--- src/rtl/mips_mdu_if.sv ---
// Bus between the execute stage and the multiply/divide unit.
// Groups the issue request, flush, status pulses and HI/LO read-back.
interface mips_mdu_if #(
  parameter int WIDTH = 32
);
  logic             mdu_start;
  logic [2:0]       mdu_opcode;
  logic [WIDTH-1:0] mdu_op_x;
  logic [WIDTH-1:0] mdu_op_y;
  logic             mdu_flush;
  logic             mdu_busy;
  logic             mdu_done;
  logic             mdu_div_by_zero;
  logic [WIDTH-1:0] hi;
  logic [WIDTH-1:0] lo;

  modport master (
    output mdu_start, mdu_opcode, mdu_op_x, mdu_op_y, mdu_flush,
    input  mdu_busy, mdu_done, mdu_div_by_zero, hi, lo
  );

  modport slave (
    input  mdu_start, mdu_opcode, mdu_op_x, mdu_op_y, mdu_flush,
    output mdu_busy, mdu_done, mdu_div_by_zero, hi, lo
  );
endinterface

--- src/rtl/mips_mdu.sv ---
// Iterative multiply/divide unit with architectural HI/LO registers.
// MULT/MULTU use shift-add and DIV/DIVU use restoring division, one bit per
// cycle on operand magnitudes, followed by one sign-fixup cycle.
// Optional feature macro: MDU_FAST_MUL_EN selects a single-cycle multiplier
// for MULT/MULTU; divides remain iterative either way.
module mips_mdu #(
  parameter int WIDTH = 32
) (
  input logic         clk,
  input logic         rst_n,
  mips_mdu_if.slave   bus
);
  localparam int CW = $clog2(WIDTH + 1);

  typedef enum logic [2:0] {IDLE, ITER, FIXUP, DIVZ, DONE} state_t;

  state_t           state, state_next;
  logic [CW-1:0]    count;
  logic             is_div, is_signed, sign_x, sign_y, dz_flag;
  logic [WIDTH-1:0] a_reg, acc, q;
  logic [WIDTH-1:0] hi_reg, lo_reg;

  logic             busy, accept, op_mul, op_div, op_signed, y_zero;
  logic [WIDTH:0]   mul_sum, div_shift, div_diff;
  logic [2*WIDTH-1:0] prod_mag, prod_fix;
  logic [WIDTH-1:0] quo_fix, rem_fix;

  assign busy      = (state == ITER) || (state == FIXUP) || (state == DIVZ);
  assign accept    = bus.mdu_start && !busy && !bus.mdu_flush;
  assign op_mul    = (bus.mdu_opcode == 3'd0) || (bus.mdu_opcode == 3'd1);
  assign op_div    = (bus.mdu_opcode == 3'd2) || (bus.mdu_opcode == 3'd3);
  assign op_signed = !bus.mdu_opcode[0];
  assign y_zero    = (bus.mdu_op_y == '0);

  assign bus.mdu_busy        = busy;
  assign bus.mdu_done        = (state == DONE);
  assign bus.mdu_div_by_zero = (state == DONE) && dz_flag;
  assign bus.hi              = hi_reg;
  assign bus.lo              = lo_reg;

  // One iteration step for each algorithm, plus the sign-corrected results.
  always_comb begin
    mul_sum   = {1'b0, acc} + (q[0] ? {1'b0, a_reg} : '0);
    div_shift = {acc, q[WIDTH-1]};
    div_diff  = div_shift - {1'b0, a_reg};
    prod_mag  = {acc, q};
    prod_fix  = (is_signed && (sign_x ^ sign_y)) ? -prod_mag : prod_mag;
    quo_fix   = (is_signed && (sign_x ^ sign_y)) ? -q : q;
    rem_fix   = (is_signed && sign_x) ? -acc : acc;
  end

  // State register.
  always_ff @(posedge clk) begin
    if (!rst_n) state <= IDLE;
    else        state <= state_next;
  end

  // Next-state: a start is taken from IDLE or DONE; flush always wins.
  always_comb begin
    state_next = state;
    case (state)
      IDLE, DONE: begin
        state_next = IDLE;
        if (accept && op_mul) begin
`ifdef MDU_FAST_MUL_EN
          state_next = DONE;
`else
          state_next = ITER;
`endif
        end else if (accept && op_div) begin
          state_next = y_zero ? DIVZ : ITER;
        end
      end
      ITER:    if (count == CW'(WIDTH)) state_next = FIXUP;
      FIXUP:   state_next = DONE;
      DIVZ:    state_next = DONE;
      default: state_next = IDLE;
    endcase
    if (bus.mdu_flush) state_next = IDLE;
  end

  // Datapath: operand capture, magnitude setup, iteration, and HI/LO writes.
  always_ff @(posedge clk) begin
    if (!rst_n) begin
      hi_reg    <= '0;
      lo_reg    <= '0;
      acc       <= '0;
      q         <= '0;
      a_reg     <= '0;
      count     <= '0;
      is_div    <= 1'b0;
      is_signed <= 1'b0;
      sign_x    <= 1'b0;
      sign_y    <= 1'b0;
      dz_flag   <= 1'b0;
    end else if (accept) begin
      dz_flag <= op_div && y_zero;
      if (bus.mdu_opcode == 3'd4) hi_reg <= bus.mdu_op_x;
      if (bus.mdu_opcode == 3'd5) lo_reg <= bus.mdu_op_x;
`ifdef MDU_FAST_MUL_EN
      if (op_mul) begin
        {hi_reg, lo_reg} <=
          {{WIDTH{op_signed && bus.mdu_op_x[WIDTH-1]}}, bus.mdu_op_x} *
          {{WIDTH{op_signed && bus.mdu_op_y[WIDTH-1]}}, bus.mdu_op_y};
      end
`endif
      is_div    <= op_div;
      is_signed <= op_signed;
      q         <= bus.mdu_op_x;
      a_reg     <= bus.mdu_op_y;
      acc       <= '0;
      count     <= '0;
    end else if (state == ITER) begin
      count <= count + 1'b1;
      if (count == '0) begin
        sign_x <= q[WIDTH-1];
        sign_y <= a_reg[WIDTH-1];
        if (is_signed && q[WIDTH-1])     q     <= -q;
        if (is_signed && a_reg[WIDTH-1]) a_reg <= -a_reg;
      end else if (is_div) begin
        if (!div_diff[WIDTH]) begin
          acc <= div_diff[WIDTH-1:0];
          q   <= {q[WIDTH-2:0], 1'b1};
        end else begin
          acc <= div_shift[WIDTH-1:0];
          q   <= {q[WIDTH-2:0], 1'b0};
        end
      end else begin
        {acc, q} <= {mul_sum, q[WIDTH-1:1]};
      end
    end else if (state == FIXUP && !bus.mdu_flush) begin
      if (is_div) begin
        lo_reg <= quo_fix;
        hi_reg <= rem_fix;
      end else begin
        {hi_reg, lo_reg} <= prod_fix;
      end
    end
  end
endmodule

--- src/flat_wrapper.sv ---
// flat-port wrapper written by rule: the top's interface ports become plain ports
module mips_mdu_flat 
#(
  parameter int WIDTH = 32
)
  (clk, rst_n, bus_mdu_start, bus_mdu_opcode, bus_mdu_op_x, bus_mdu_op_y, bus_mdu_flush, bus_mdu_busy, bus_mdu_done, bus_mdu_div_by_zero, bus_hi, bus_lo);
  mips_mdu_if #(.WIDTH(WIDTH)) bus_i ();
  input logic clk;
  input logic rst_n;
  input wire logic [$bits(bus_i.mdu_start)-1:0] bus_mdu_start;
  input wire logic [$bits(bus_i.mdu_opcode)-1:0] bus_mdu_opcode;
  input wire logic [$bits(bus_i.mdu_op_x)-1:0] bus_mdu_op_x;
  input wire logic [$bits(bus_i.mdu_op_y)-1:0] bus_mdu_op_y;
  input wire logic [$bits(bus_i.mdu_flush)-1:0] bus_mdu_flush;
  output wire logic [$bits(bus_i.mdu_busy)-1:0] bus_mdu_busy;
  output wire logic [$bits(bus_i.mdu_done)-1:0] bus_mdu_done;
  output wire logic [$bits(bus_i.mdu_div_by_zero)-1:0] bus_mdu_div_by_zero;
  output wire logic [$bits(bus_i.hi)-1:0] bus_hi;
  output wire logic [$bits(bus_i.lo)-1:0] bus_lo;
  assign bus_i.mdu_start = bus_mdu_start;
  assign bus_i.mdu_opcode = bus_mdu_opcode;
  assign bus_i.mdu_op_x = bus_mdu_op_x;
  assign bus_i.mdu_op_y = bus_mdu_op_y;
  assign bus_i.mdu_flush = bus_mdu_flush;
  assign bus_mdu_busy = bus_i.mdu_busy;
  assign bus_mdu_done = bus_i.mdu_done;
  assign bus_mdu_div_by_zero = bus_i.mdu_div_by_zero;
  assign bus_hi = bus_i.hi;
  assign bus_lo = bus_i.lo;
  mips_mdu #(.WIDTH(WIDTH)) u_core (.clk(clk), .rst_n(rst_n), .bus(bus_i));
endmodule
--- config.mk ---
export PLATFORM = sky130hd
export DESIGN_NAME = mips_mdu_flat
export DESIGN_NICKNAME = d
export VERILOG_FILES = /design/src/rtl/mips_mdu_if.sv /design/src/rtl/mips_mdu.sv /design/src/flat_wrapper.sv
export SDC_FILE = /design/constraint.sdc
export NUM_CORES = 1
export LEC_CHECK = 0
export BUFFER_PORTS_ARGS = -buffer_cell sky130_fd_sc_hd__buf_4
export CORE_UTILIZATION = 64
export DETAILED_ROUTE_END_ITERATION = 6
export PLACE_DENSITY = 0.86
export SYNTH_ARGS = -nofsm -noshare
export SYNTH_HDL_FRONTEND = slang
export SYNTH_SLANG_ARGS = --single-unit
--- constraint.sdc ---
create_clock -name clk -period 7.4 [get_ports clk]
set_input_delay 0.74 -clock clk [delete_from_list [all_inputs] [get_ports clk]]
set_output_delay 0.74 -clock clk [all_outputs]
set_load 0.03 [all_outputs]
# --- Yosys cells after proc, flatten, opt, wreduce, memory -nomap -nowiden ---
# Index checks and enable logic that the tools add are counted.
# W data, S select, Z words.
op_classes:
  addsub: 7
  multipliers: 0
  div_mod_pow: 0
  order_cmp: 0
  n_eq_ne: 15
  shifts: 0
  muxes: 31
  n_bitwise: 4
  reduce_logical: 36
ops:
  columns: ["op", "count"]
  rows:
  - ["$mux W32", 24]
  - ["$neg A32 Y32", 3]
  - ["$mux W64", 1]
  - ["$neg A64 Y64", 1]
  - ["$add A32 B33 Y33", 1]
  - ["$sub A33 B32 Y33", 1]
  - ["$logic_not A32 Y1", 1]
  - ["$eq A3 B2 Y1 const B", 4]
  - ["$reduce_and A3 Y1", 4]
  - ["$logic_and A1 B1 Y1", 11]
  - ["$eq A3 B3 Y1 const B", 3]
  - ["$mux W3", 3]
  - ["$pmux W3 S3", 1]
  - ["$reduce_bool A2 Y1", 4]
  - ["$reduce_or A2 Y1", 4]
  - ["$add A6 B1 Y6 const B", 1]
  - ["$eq A3 B1 Y1 const B", 2]
  - ["$eq A6 B6 Y1 const B", 1]
  - ["$logic_not A3 Y1", 2]
  - ["$logic_not A6 Y1", 1]
  - ["$ne A2 B2 Y1 const B", 3]
  - ["$logic_or A1 B1 Y1", 4]
  - ["$reduce_and A2 Y1", 2]
  - ["$logic_not A1 Y1", 3]
  - ["other kinds (6)", 8]
word_totals:
  ff_bits: 174
  latch_bits: 0
  ramBits: 0
  mem_bits_ro: 0
  inputBits: 71
  mem_count: 0

# --- Logic depth before layout (Yosys ltp) ---
logic_depth:
  word_depth: 10
  mapped_depth: 16
  ltp_nobuf: 13

# --- Worst setup path before layout ---
# OpenSTA, ideal clock, no wires.
synth_timing:
  path_type: "register to register"
  from: "register u_core.q[0]"
  to: "register u_core.acc[31]"
  setup_ns: 0.115
  arrival_time_ns: 3.254
  setup_slack_ns: 4.031
  stages_incl_launch_ff: 15
  n_path_buf: 1
  path_cell_list: "dfxtp_1 > inv_1 > buf_1 > nor2_1 > ha_1 > fa_1 > a211oi_1 > o21ai_0 > o211ai_1 > o21ai_0 > nor3_1 > o21ai_0 > a2111oi_0 > o41ai_1 > o21a_1"
synth_via:
  elab_chain_len: 3
synth_rtl:
  columns: ["element", "line", "rtl"]
  rows:
  - ["from (decl)", "mips_mdu.sv:20", "logic [WIDTH-1:0] a_reg, acc, q;"]
  - ["from (signal assigned)", "mips_mdu.sv:109", "q <= bus.mdu_op_x;"]
  - ["from (signal assigned)", "mips_mdu.sv:118", "if (is_signed && q[WIDTH-1]) q <= -q;"]
  - ["from (signal assigned)", "mips_mdu.sv:123", "q <= {q[WIDTH-2:0], 1'b1};"]
  - ["$mux W32", "mips_mdu.sv:43", "mul_sum = {1'b0, acc} + (q[0] ? {1'b0, a_reg} : '0);"]
  - ["$add A32 B33 Y33", "mips_mdu.sv:43", null]
  - ["$mux W32", "mips_mdu.sv:120", "end else if (is_div) begin"]
  - ["to (signal assigned)", "mips_mdu.sv:122", "acc <= div_diff[WIDTH-1:0];"]
  - ["to (signal assigned)", "mips_mdu.sv:125", "acc <= div_shift[WIDTH-1:0];"]
  - ["to (signal assigned)", "mips_mdu.sv:129", "{acc, q} <= {mul_sum, q[WIDTH-1:1]};"]
  - ["to (decl)", "mips_mdu.sv:20", null]
# No other way between the ends.
# A chain may end at the register's enable or synchronous reset.

# --- Final worst setup path ---
# Same ends and word-level chain as after synthesis.

==> qor.txt <==
Placed Area = 15200 sq um
vias per inst = 6.94
P_leak = 6.40 nW
actual slew at the worst max-slew pin = 1480 ps
fin. max-slew vios = 0
min cycle time layout = 4130 ps
wire per inst = 22.7 um
most frequent cells in the layout = 243 x nor2_1, 199 x a21oi_1, 195 x nand2_1
Clock Tree Buf Depth = 2
Clock Pin Slew Worst Setup and Hold Paths = 80 ps
footprint of the multi-input gates = 10000 sq um
Setup crit start kind = flip-flop
Critical Path Most Common Cell = o21ai_0
port bufs = 137
most common cell after layout, fill and taps aside = nor2_1
DRC Markers = 6
# clock sinks = 174
critical path arrival = 4470 ps
NumNets Final = 2154
H-tree depth = 4
Max transition margin = 0.00628
critical path peak fanout = 32
Final period util = 0.558
worst slack, placed = 3420 ps
vias = 16001
ys flop type = dfxtp_1
Filler cells = 1829
Ys Warns = 0
flip-flop and latch area = 3480 sq um
Row Count = 54
Clk pwr share = 0.379
P_sw = 0.893 mW
Net Sw Frac = 0.348
# Post-CTS Setup Buffers = 0
sequential share of the synthesized area = 0.246
EDFF count, synth = 0
initial core utilization = 0.652
endpoints failing setup = 0
Crit Path Class = reg -> reg
initial drt markers = 1948
Ports = 138
outcome = finished with violations
CP required = 7750 ps
nature of the critical path endpoint = flip-flop
Synth Net Count = 2115
core area = 21800 sq um
layout cells sized above 1 = 0.117
r2r startpoint = u_core.q[0]
Synth async-reset ratio = 0
FF+latch count, synth = 174
DRT antenna net count = 0
worst-path cell chain = inv_1, buf_4, nor2_1, ha_1, fa_1, a211oi_1, o21ai_0, o211ai_1, o21ai_0, nor3_1, o21ai_0, a2111oi_0, o41ai_1, o21a_1
Setup WS post-layout = 3270 ps
Clock Latency Late Sink = 460 ps
CTS tree = yes
worst vdd ir = 0.144 mV
P&R area growth vs syn = 11.6%
utilization after layout = 0.728
synth unique cells = 86
gpl congestion = 1.05
Gate power share = 0.224
initial antenna violation count = 0
global route overflow = 0
CP Buf/Inv Count = 2
Hold WC Path Type = reg -> reg
slowest CP cell = a2111oi_0
vias in the first global route = 14358
sequential power share = 0.397
Mapped Cells = 1973
Fmax achieved = 242 MHz
failing checks = design-rule violations, max-capacitance violations
# resized after CTS = 0
max_cap viols = 1
Design Area, Final = 15800 sq um
die width = 151 um
RSZ-0062 raised after global routing = no
cts hold-fix bufs = 0
cts bufs inserted = 17
Die H = 151 um
CP delay by family, top = compound AO/OA/AOI/OAI gates
TritonRoute pass-1 iters = 7
syn_area_per_cell = 7.19 sq um
post-layout power = 2.57 mW
Worst Setup SP = u_core.q[0]
Internal = 1.67 mW
final hold vios = 0
largest net degree at the start of global routing = 104
Die Area = 22800 sq um
Final TNS setup = 0 ps
total routed wirelength = 52300 um
Power Density = 162 nW/um^2
synthesized area = 14200 sq um
first-pass GRT wire length = 79400 um
gr usage total = 0.455
dpl hpwl = 37700 um
ant diodes = 0
Worst Skew = 16.3 ps
CP max stage delay = 470 ps
hold path start = u_core.bus.lo[14]
CTS Root Cell = clkbuf_16
worst paths after layout:
kind                            cells after the start           endpoint  slack (ps)
worst max-delay path                               14     u_core.acc[31]        3270
worst min-delay path                                2  u_core.bus.lo[14]         460
worst max register to register                     14     u_core.acc[31]        3270
worst min register to register                      2  u_core.bus.lo[14]         460
tightest hold or removal path, cell delays in order (launching register included):
cell     delay [ps]
dfxtp_1         310
nand2_1          50
a21oi_1          50
routing by layer:
layer / wire length [um] / share of wire / up-vias / track usage
met1: 19200 / 0.37 / 7434 / 0.556
li1: - / - / 7275 / -
met5: 0 / 0 / - / 0
met4: 4080 / 0.078 / 0 / 0.327
met2: 22900 / 0.44 / 1056 / 0.693
met3: 6130 / 0.12 / 236 / 0.117
layout make-up:
class | count | area share
clock buffers | 17 | 0.0269
flip-flops and latches | 174 | 0.220
well taps | 280 | 0.0221
inverters | 51 | 0.0122
repair buffers | 158 | 0.0749
multi-input cells | 1610 | 0.632
clock inverters | 15 | 0.0122
metrics by stage:
| step | std cells | hold slack [ps] |
|---|---|---|
| 6_report | 2305 | 457 |
| 5_1_grt | 2305 | 473 |
| 4_1_cts | 2305 | 457 |
| 3_5_place_dp | 2273 | 447 |
| 3_3_place_gp | 2273 | 442 |
| 2_1_floorplan | 1973 | 445 |
power groups by stage:
stage / clock (mW) / sequential (mW) / combinational [mW]
detailed placement: 0 / 1.04 / 0.550
global placement: 0 / 1.04 / 0.541
finish: 0.972 / 1.02 / 0.575
CTS: 0.966 / 1.02 / 0.555
floorplan: 0 / 1.03 / 0.378
global route: 1.00 / 1.02 / 0.613
cell usage after synthesis (all sizes together), types with 11 or more instances:
library cell / n / area, sq um
a221oi: 12 / 105
or3: 20 / 136
a32oi: 13 / 114
a22oi: 12 / 90.1
o21ai: 181 / 906
and3: 20 / 125
nand4: 17 / 113
dfxtp: 174 / 3480
nand2b: 15 / 93.8
o21a: 13 / 97.6
inv: 51 / 191
a21oi: 199 / 996
a31oi: 27 / 169
nor4: 27 / 190
a211oi: 36 / 270
nor2b: 11 / 68.8
buf: 29 / 133
ha: 69 / 863
nor2: 244 / 918
o211ai: 25 / 188
nand2: 196 / 738
xor2: 65 / 569
nor3: 61 / 327
mux2i: 36 / 360
nand3: 49 / 245
o31ai: 15 / 113
clkbuf: 109 / 410
a21o: 31 / 233
xnor2: 71 / 622
cells by family (layout without fill, tap and decap cells):
group                      after synthesis  after routing  synth area share
DFF                                    174            174             0.246
adders and majority gates               71             71            0.0637
buffers and inverters                  189            241            0.0518
muxes                                   40             40            0.0286
and+or+nand+nor                        705            705             0.235
AOI/OAI and AO/OA                      658            658             0.291
xor gates and xnor gates               136            136            0.0840
(Power assumes the default switching activity.)
